--- src/rtl/uart_pkg.sv ---
// Shared UART definitions: frame width, default bit period and receiver states.
// Pure declarations; no latency, no flow control.
package uart_pkg;
  localparam int DATA_BITS            = 8;
  localparam int DEFAULT_CLKS_PER_BIT = 16;

  typedef enum logic [2:0] {
    IDLE,
    START,
    DATA,
    STOP,
    BREAK
  } rx_state_t;
endpackage

--- src/rtl/uart_rx_if.sv ---
// Receiver-side serial line plus recovered byte, strobes and busy flag.
// Wiring only; strobes carry no backpressure, the consumer takes data on valid.
interface uart_rx_if;
  import uart_pkg::*;

  logic                 rx;
  logic [DATA_BITS-1:0] data;
  logic                 valid;
  logic                 frame_err;
  logic                 busy;

  modport master (output rx, input data, input valid, input frame_err, input busy);
  modport slave  (input rx, output data, output valid, output frame_err, output busy);
endinterface

--- src/rtl/uart_rx_sync_2ff.sv ---
// Two-flop synchronizer for asynchronous inputs, reset to a chosen idle level.
// Latency: q follows d after two clk edges; no backpressure.
module sync_2ff #(
  parameter int               WIDTH   = 1,
  parameter logic [WIDTH-1:0] RST_VAL = '0
) (
  input  logic             clk,
  input  logic             rst,
  input  logic [WIDTH-1:0] d,
  output logic [WIDTH-1:0] q
);
  logic [WIDTH-1:0] meta;

  always_ff @(posedge clk) begin
    if (rst) begin
      meta <= RST_VAL;
      q    <= RST_VAL;
    end else begin
      meta <= d;
      q    <= meta;
    end
  end
endmodule

--- src/rtl/uart_rx.sv ---
// 8N1 receiver: 2-flop synced rx, mid-bit sampling, byte out with a one-cycle valid.
// Latency: valid 2+C/2+9C+2 clocks after the start edge; no backpressure, consumer must take data on valid.
module uart_rx #(
  parameter int CLKS_PER_BIT = uart_pkg::DEFAULT_CLKS_PER_BIT
) (
  input  logic      clk,
  input  logic      rst,
  uart_rx_if.slave  bus
);
  import uart_pkg::*;

  localparam int            CW        = $clog2(CLKS_PER_BIT);
  localparam logic [CW-1:0] HALF_LAST = CW'(CLKS_PER_BIT / 2 - 1);
  localparam logic [CW-1:0] BIT_LAST  = CW'(CLKS_PER_BIT - 1);

  logic                 rx_s;
  logic                 rx_d;
  logic [1:0]           warm;
  rx_state_t            state, state_nxt;
  logic [CW-1:0]        cnt, cnt_nxt;
  logic [2:0]           bit_idx, bit_idx_nxt;
  logic [DATA_BITS-1:0] shift, shift_nxt;
  logic                 done_ok, done_ok_nxt;
  logic                 done_err, done_err_nxt;
  logic [DATA_BITS-1:0] data_q;
  logic                 valid_q;
  logic                 ferr_q;

  sync_2ff #(.WIDTH(1), .RST_VAL(1'b1)) u_sync (
    .clk (clk),
    .rst (rst),
    .d   (bus.rx),
    .q   (rx_s)
  );

  // rx_d is held low until the synchronizer has flushed its reset value, so a
  // line that is already low at reset release cannot look like a falling edge.
  always_ff @(posedge clk) begin
    if (rst) begin
      warm <= 2'b00;
      rx_d <= 1'b0;
    end else begin
      warm <= {warm[0], 1'b1};
      rx_d <= warm[1] ? rx_s : 1'b0;
    end
  end

  always_ff @(posedge clk) begin
    if (rst) begin
      state    <= IDLE;
      cnt      <= '0;
      bit_idx  <= '0;
      shift    <= '0;
      done_ok  <= 1'b0;
      done_err <= 1'b0;
    end else begin
      state    <= state_nxt;
      cnt      <= cnt_nxt;
      bit_idx  <= bit_idx_nxt;
      shift    <= shift_nxt;
      done_ok  <= done_ok_nxt;
      done_err <= done_err_nxt;
    end
  end

  always_comb begin
    state_nxt    = state;
    cnt_nxt      = cnt;
    bit_idx_nxt  = bit_idx;
    shift_nxt    = shift;
    done_ok_nxt  = 1'b0;
    done_err_nxt = 1'b0;
    case (state)
      IDLE: begin
        if (!rx_s && rx_d) begin
          state_nxt = START;
          cnt_nxt   = '0;
        end
      end
      START: begin
        if (cnt == HALF_LAST) begin
          if (rx_s) begin
            state_nxt = IDLE;
          end else begin
            state_nxt   = DATA;
            cnt_nxt     = '0;
            bit_idx_nxt = '0;
          end
        end else begin
          cnt_nxt = cnt + 1'b1;
        end
      end
      DATA: begin
        if (cnt == BIT_LAST) begin
          shift_nxt   = {rx_s, shift[DATA_BITS-1:1]};
          cnt_nxt     = '0;
          bit_idx_nxt = bit_idx + 3'd1;
          if (bit_idx == 3'd7) state_nxt = STOP;
        end else begin
          cnt_nxt = cnt + 1'b1;
        end
      end
      STOP: begin
        // Decision lands mid stop bit, so IDLE is back in time for a
        // start edge that follows the stop bit directly.
        if (cnt == BIT_LAST) begin
          cnt_nxt = '0;
          if (rx_s) begin
            done_ok_nxt = 1'b1;
            state_nxt   = IDLE;
          end else begin
            done_err_nxt = 1'b1;
            state_nxt    = BREAK;
          end
        end else begin
          cnt_nxt = cnt + 1'b1;
        end
      end
      BREAK: begin
        if (rx_s) state_nxt = IDLE;
      end
      default: state_nxt = IDLE;
    endcase
  end

  always_ff @(posedge clk) begin
    if (rst) begin
      data_q  <= '0;
      valid_q <= 1'b0;
      ferr_q  <= 1'b0;
    end else begin
      valid_q <= done_ok;
      ferr_q  <= done_err;
      if (done_ok) data_q <= shift;
    end
  end

  assign bus.data      = data_q;
  assign bus.valid     = valid_q;
  assign bus.frame_err = ferr_q;
  assign bus.busy      = (state != IDLE);
endmodule

--- src/flat_wrapper.sv ---
// flat-port wrapper written by rule: the top's interface ports become plain ports
module uart_rx_flat import uart_pkg::*;
#(
  parameter int CLKS_PER_BIT = uart_pkg::DEFAULT_CLKS_PER_BIT
)
  (clk, rst, bus_rx, bus_data, bus_valid, bus_frame_err, bus_busy);
  uart_rx_if bus_i ();
  input  logic clk;
  input  logic rst;
  input wire logic [$bits(bus_i.rx)-1:0] bus_rx;
  output wire logic [$bits(bus_i.data)-1:0] bus_data;
  output wire logic [$bits(bus_i.valid)-1:0] bus_valid;
  output wire logic [$bits(bus_i.frame_err)-1:0] bus_frame_err;
  output wire logic [$bits(bus_i.busy)-1:0] bus_busy;
  assign bus_i.rx = bus_rx;
  assign bus_data = bus_i.data;
  assign bus_valid = bus_i.valid;
  assign bus_frame_err = bus_i.frame_err;
  assign bus_busy = bus_i.busy;
  uart_rx #(.CLKS_PER_BIT(CLKS_PER_BIT)) u_core (.clk(clk), .rst(rst), .bus(bus_i));
endmodule
--- config.mk ---
export PLATFORM = sky130hd
export DESIGN_NAME = uart_rx_flat
export DESIGN_NICKNAME = d
export VERILOG_FILES = /design/src/rtl/uart_pkg.sv /design/src/rtl/uart_rx_if.sv /design/src/rtl/uart_rx_sync_2ff.sv /design/src/rtl/uart_rx.sv /design/src/flat_wrapper.sv
export SDC_FILE = /design/constraint.sdc
export NUM_CORES = 1
export LEC_CHECK = 0
export ABC_AREA = 1
export BUFFER_PORTS_ARGS = -buffer_cell sky130_fd_sc_hd__buf_2
export CAP_MARGIN = 20
export CORE_MARGIN = 1.5
export CORE_UTILIZATION = 41
export CTS_BUF_LIST = sky130_fd_sc_hd__clkbuf_2 sky130_fd_sc_hd__clkbuf_4 sky130_fd_sc_hd__clkbuf_8
export DETAILED_ROUTE_END_ITERATION = 8
export GPL_TIMING_DRIVEN = 1
export MAX_ROUTING_LAYER = met4
export SKIP_CTS_REPAIR_TIMING = 1
export SYNTH_ARGS = -nofsm -noshare
export SYNTH_HDL_FRONTEND = slang
export SYNTH_SLANG_ARGS = --single-unit
--- constraint.sdc ---
create_clock -name clk -period 2.8 [get_ports clk]
set_input_delay 0.28 -clock clk [delete_from_list [all_inputs] [get_ports clk]]
set_output_delay 0.28 -clock clk [all_outputs]
set_load 0.02 [all_outputs]
==> flow_summary.toml <==
[logic_synthesis]
synthArstFlopShare = 0
synth_edf_count = 0
yosys_warnings = 0
syn_nets = 190
synthMostInstantiatedCell = "nor2_1"
yosysSeqAreaShare = 0.466
ys.flop_type = "dfxtp_1"
synth_top_area_share = 0.466
syn_area_mm2 = 0.00150
synth_cells = 184
synth.distinct_cells = 24
synth_area_leaders = "dfxtp_1 47%, nor2_1 10%, nand2_1 5.5%"
yosysTopAreaCell = "dfxtp_1"
synth-seq-cells = 35
syn_area_per_cell_um2 = 8.17
synth_common_cells = "42 x nor2_1, 35 x dfxtp_1, 22 x nand2_1"

[timing]
slew_violations = 0
tns_ps = 0
finalCritPeriodShare = 0.569
clock.fmax_mhz = 627
fin_crit_ps = 1590
maxSlewHeadroom = 0.640
rsz0062_at_grt = "false"
worst_pin_slew_ps = 539
skew_ps = 8.00
finalHoldViolations = 0
setup-violations-final = 0

[routing]
wl_mm = 2.63
drtAntennaViolNets = 0
vias = 1162
drc = 0
wl_per_cell_um = 10.7
dr.pass1.iters = 4
drt_iter0_drc = 60
routed_via_density = 4.72

[power_and_ir_drop]
vdd_drop_max_mv = 0.355
cellPowerDensity_mw_per_mm2 = 747
p_leak_nw = 0.749
fin_total_pwr_w = 0.00125

[clock_tree]
root_buffer = "clkbuf_4"
htreeDepth = 2
clkSinkCount = 35
cts.clk_slew.worst_paths_ps = 100
cts_buffers = 5
clkLatencyLatePin_ps = 320
cts_tree = "done"
clockBufferDepth = 2

[finish]
nets = 205
syn2layout_area_growth_pct = 11.2
diodes = 0
drive_gt1_frac = 0.245

[setup_path]
crit_family = "flip-flops"
cpPeakStageDelay_ps = 540
arrival_ps = 1310
critPathLaunchType = "flop"
cp-end-kind = "output pin"
path_cells = "clkinv_1, nand2_1, buf_2"
slowest_stage = "dfxtp_1"
cp_num_buf_inv = 2
required_ps = 2520
rrSetupSlack_ps = 1310
critical_path_class = "flop to output pin"
cp_max_fo = 9

[floorplan]
die_area_mm2 = 0.00404
die_width_um = 63.5
io_pins = 14
fp.coreArea_mm2 = 0.00342
start_util = 0.440
die_h_um = 63.5
num_rows = 21

[global_routing]
grt_antenna_before_repair = 0
grt_pass1_vias = 1151
grt_overflow = 0
grt_use_total = 0.150
grt_max_degree = 22
grt_pass1_wl_mm = 4.80

[placed_design]
place_hpwl_mm = 1.94
place.gp.congestion = 0.876
numPortBuffers = 13

[run]
drv_cap = 0

[worst_hold_path]
holdCritPathClass = "primary input to flop"

[run_status]
status = "finished, final reports clean"
==> cell usage in the layout, fill, tap and decap left out, drive strengths merged <==
master   count
nor2        49
dfxtp       35
nand2       27
o21ai       19
nand3       15
buf         13
inv         12
a21oi       11
clkbuf       6
or2          3
ha           3
clkinv       3
o211ai       1
o21a         1
o2111ai      1
bufinv       1
==> registers in the layout (all words and copies together), names as in the netlist <==
register / count
u_core.u_sync.q: 1
u_core.bus.data: 8
u_core.done_ok: 1
u_core.cnt: 4
u_core.state: 3
u_core.shift: 8
u_core.rx_d: 1
u_core.warm: 2
u_core.done_err: 1
u_core.bus.frame_err: 1
u_core.bit_idx: 3
u_core.u_sync.meta: 1
u_core.bus.valid: 1
==> final cells by class <==
cell class / count / area (µm²)
clock buffers: 6 / 51.3
well taps: 46 / 57.6
inverters: 14 / 52.6
multi-input cells: 130 / 708
clock inverters: 2 / 35.0
flip-flops and latches: 35 / 701
repair buffers: 13 / 65.1
fillers: 369 / 1750
==> logic make-up (layout without fill, tap and decap cells) <==
family / after synthesis / after routing / synth area share
AND/OR/NAND/NOR: 94 / 94 / 0.315
buffers and inverters: 19 / 35 / 0.0624
adder cells (fa/ha/maj): 3 / 3 / 0.0250
AO/OA/AOI/OAI: 33 / 33 / 0.132
flip-flops: 35 / 35 / 0.466
==> path summary, 6_finish.rpt <==
path | from | to | cells after the start
worst min-delay path | bus_rx | u_core.u_sync.meta$_SDFF_PP1_ | 2
worst max-delay path | u_core.state[1]$_SDFFE_PP0P_ | bus_busy | 3
worst min register to register | u_core.done_err$_SDFF_PP0_ | u_core.bus.frame_err$_SDFF_PP0_ | 2
worst max register to register | u_core.cnt[0]$_SDFFE_PP0P_ | u_core.bit_idx[1]$_SDFFE_PP0P_ | 7
==> power breakdown <==
group | internal, W | switching, W | total, W | leakage [nW]
Clock | 0.000211 | 0.000161 | 0.000372 | 0.0482
Combinational | 0.000116 | 0.000199 | 0.000315 | 0.417
Sequential | 0.000518 | 0.0000422 | 0.000560 | 0.283
Total | 0.000845 | 0.000402 | 0.00125 | 0.749
==> metrics by stage <==
| step | hold WS [ps] | setup WS [ps] | util | instance area, µm² | cells |
|---|---|---|---|---|---|
| detailed placement | 394 | 1310 | 0.464 | 1580 | 238 |
| finish | 143 | 1210 | 0.489 | 1670 | 246 |
| floorplan | 349 | 1530 | - | 1500 | 184 |
| global placement | 393 | 1340 | 0.464 | 1580 | 238 |
| global route | 129 | 1100 | 0.489 | 1670 | 246 |
| CTS | 129 | 1200 | 0.489 | 1670 | 246 |
==> metal layers <==
metal	GRT usage	vias to the layer above	routed length, µm
met5	-	-	0
met4	0.0326	0	18
met3	0.0429	2	76
met2	0.258	11	1270
met1	0.175	528	1270
li1	-	621	-
No activity file was read; power rests on OpenSTA's default activity.
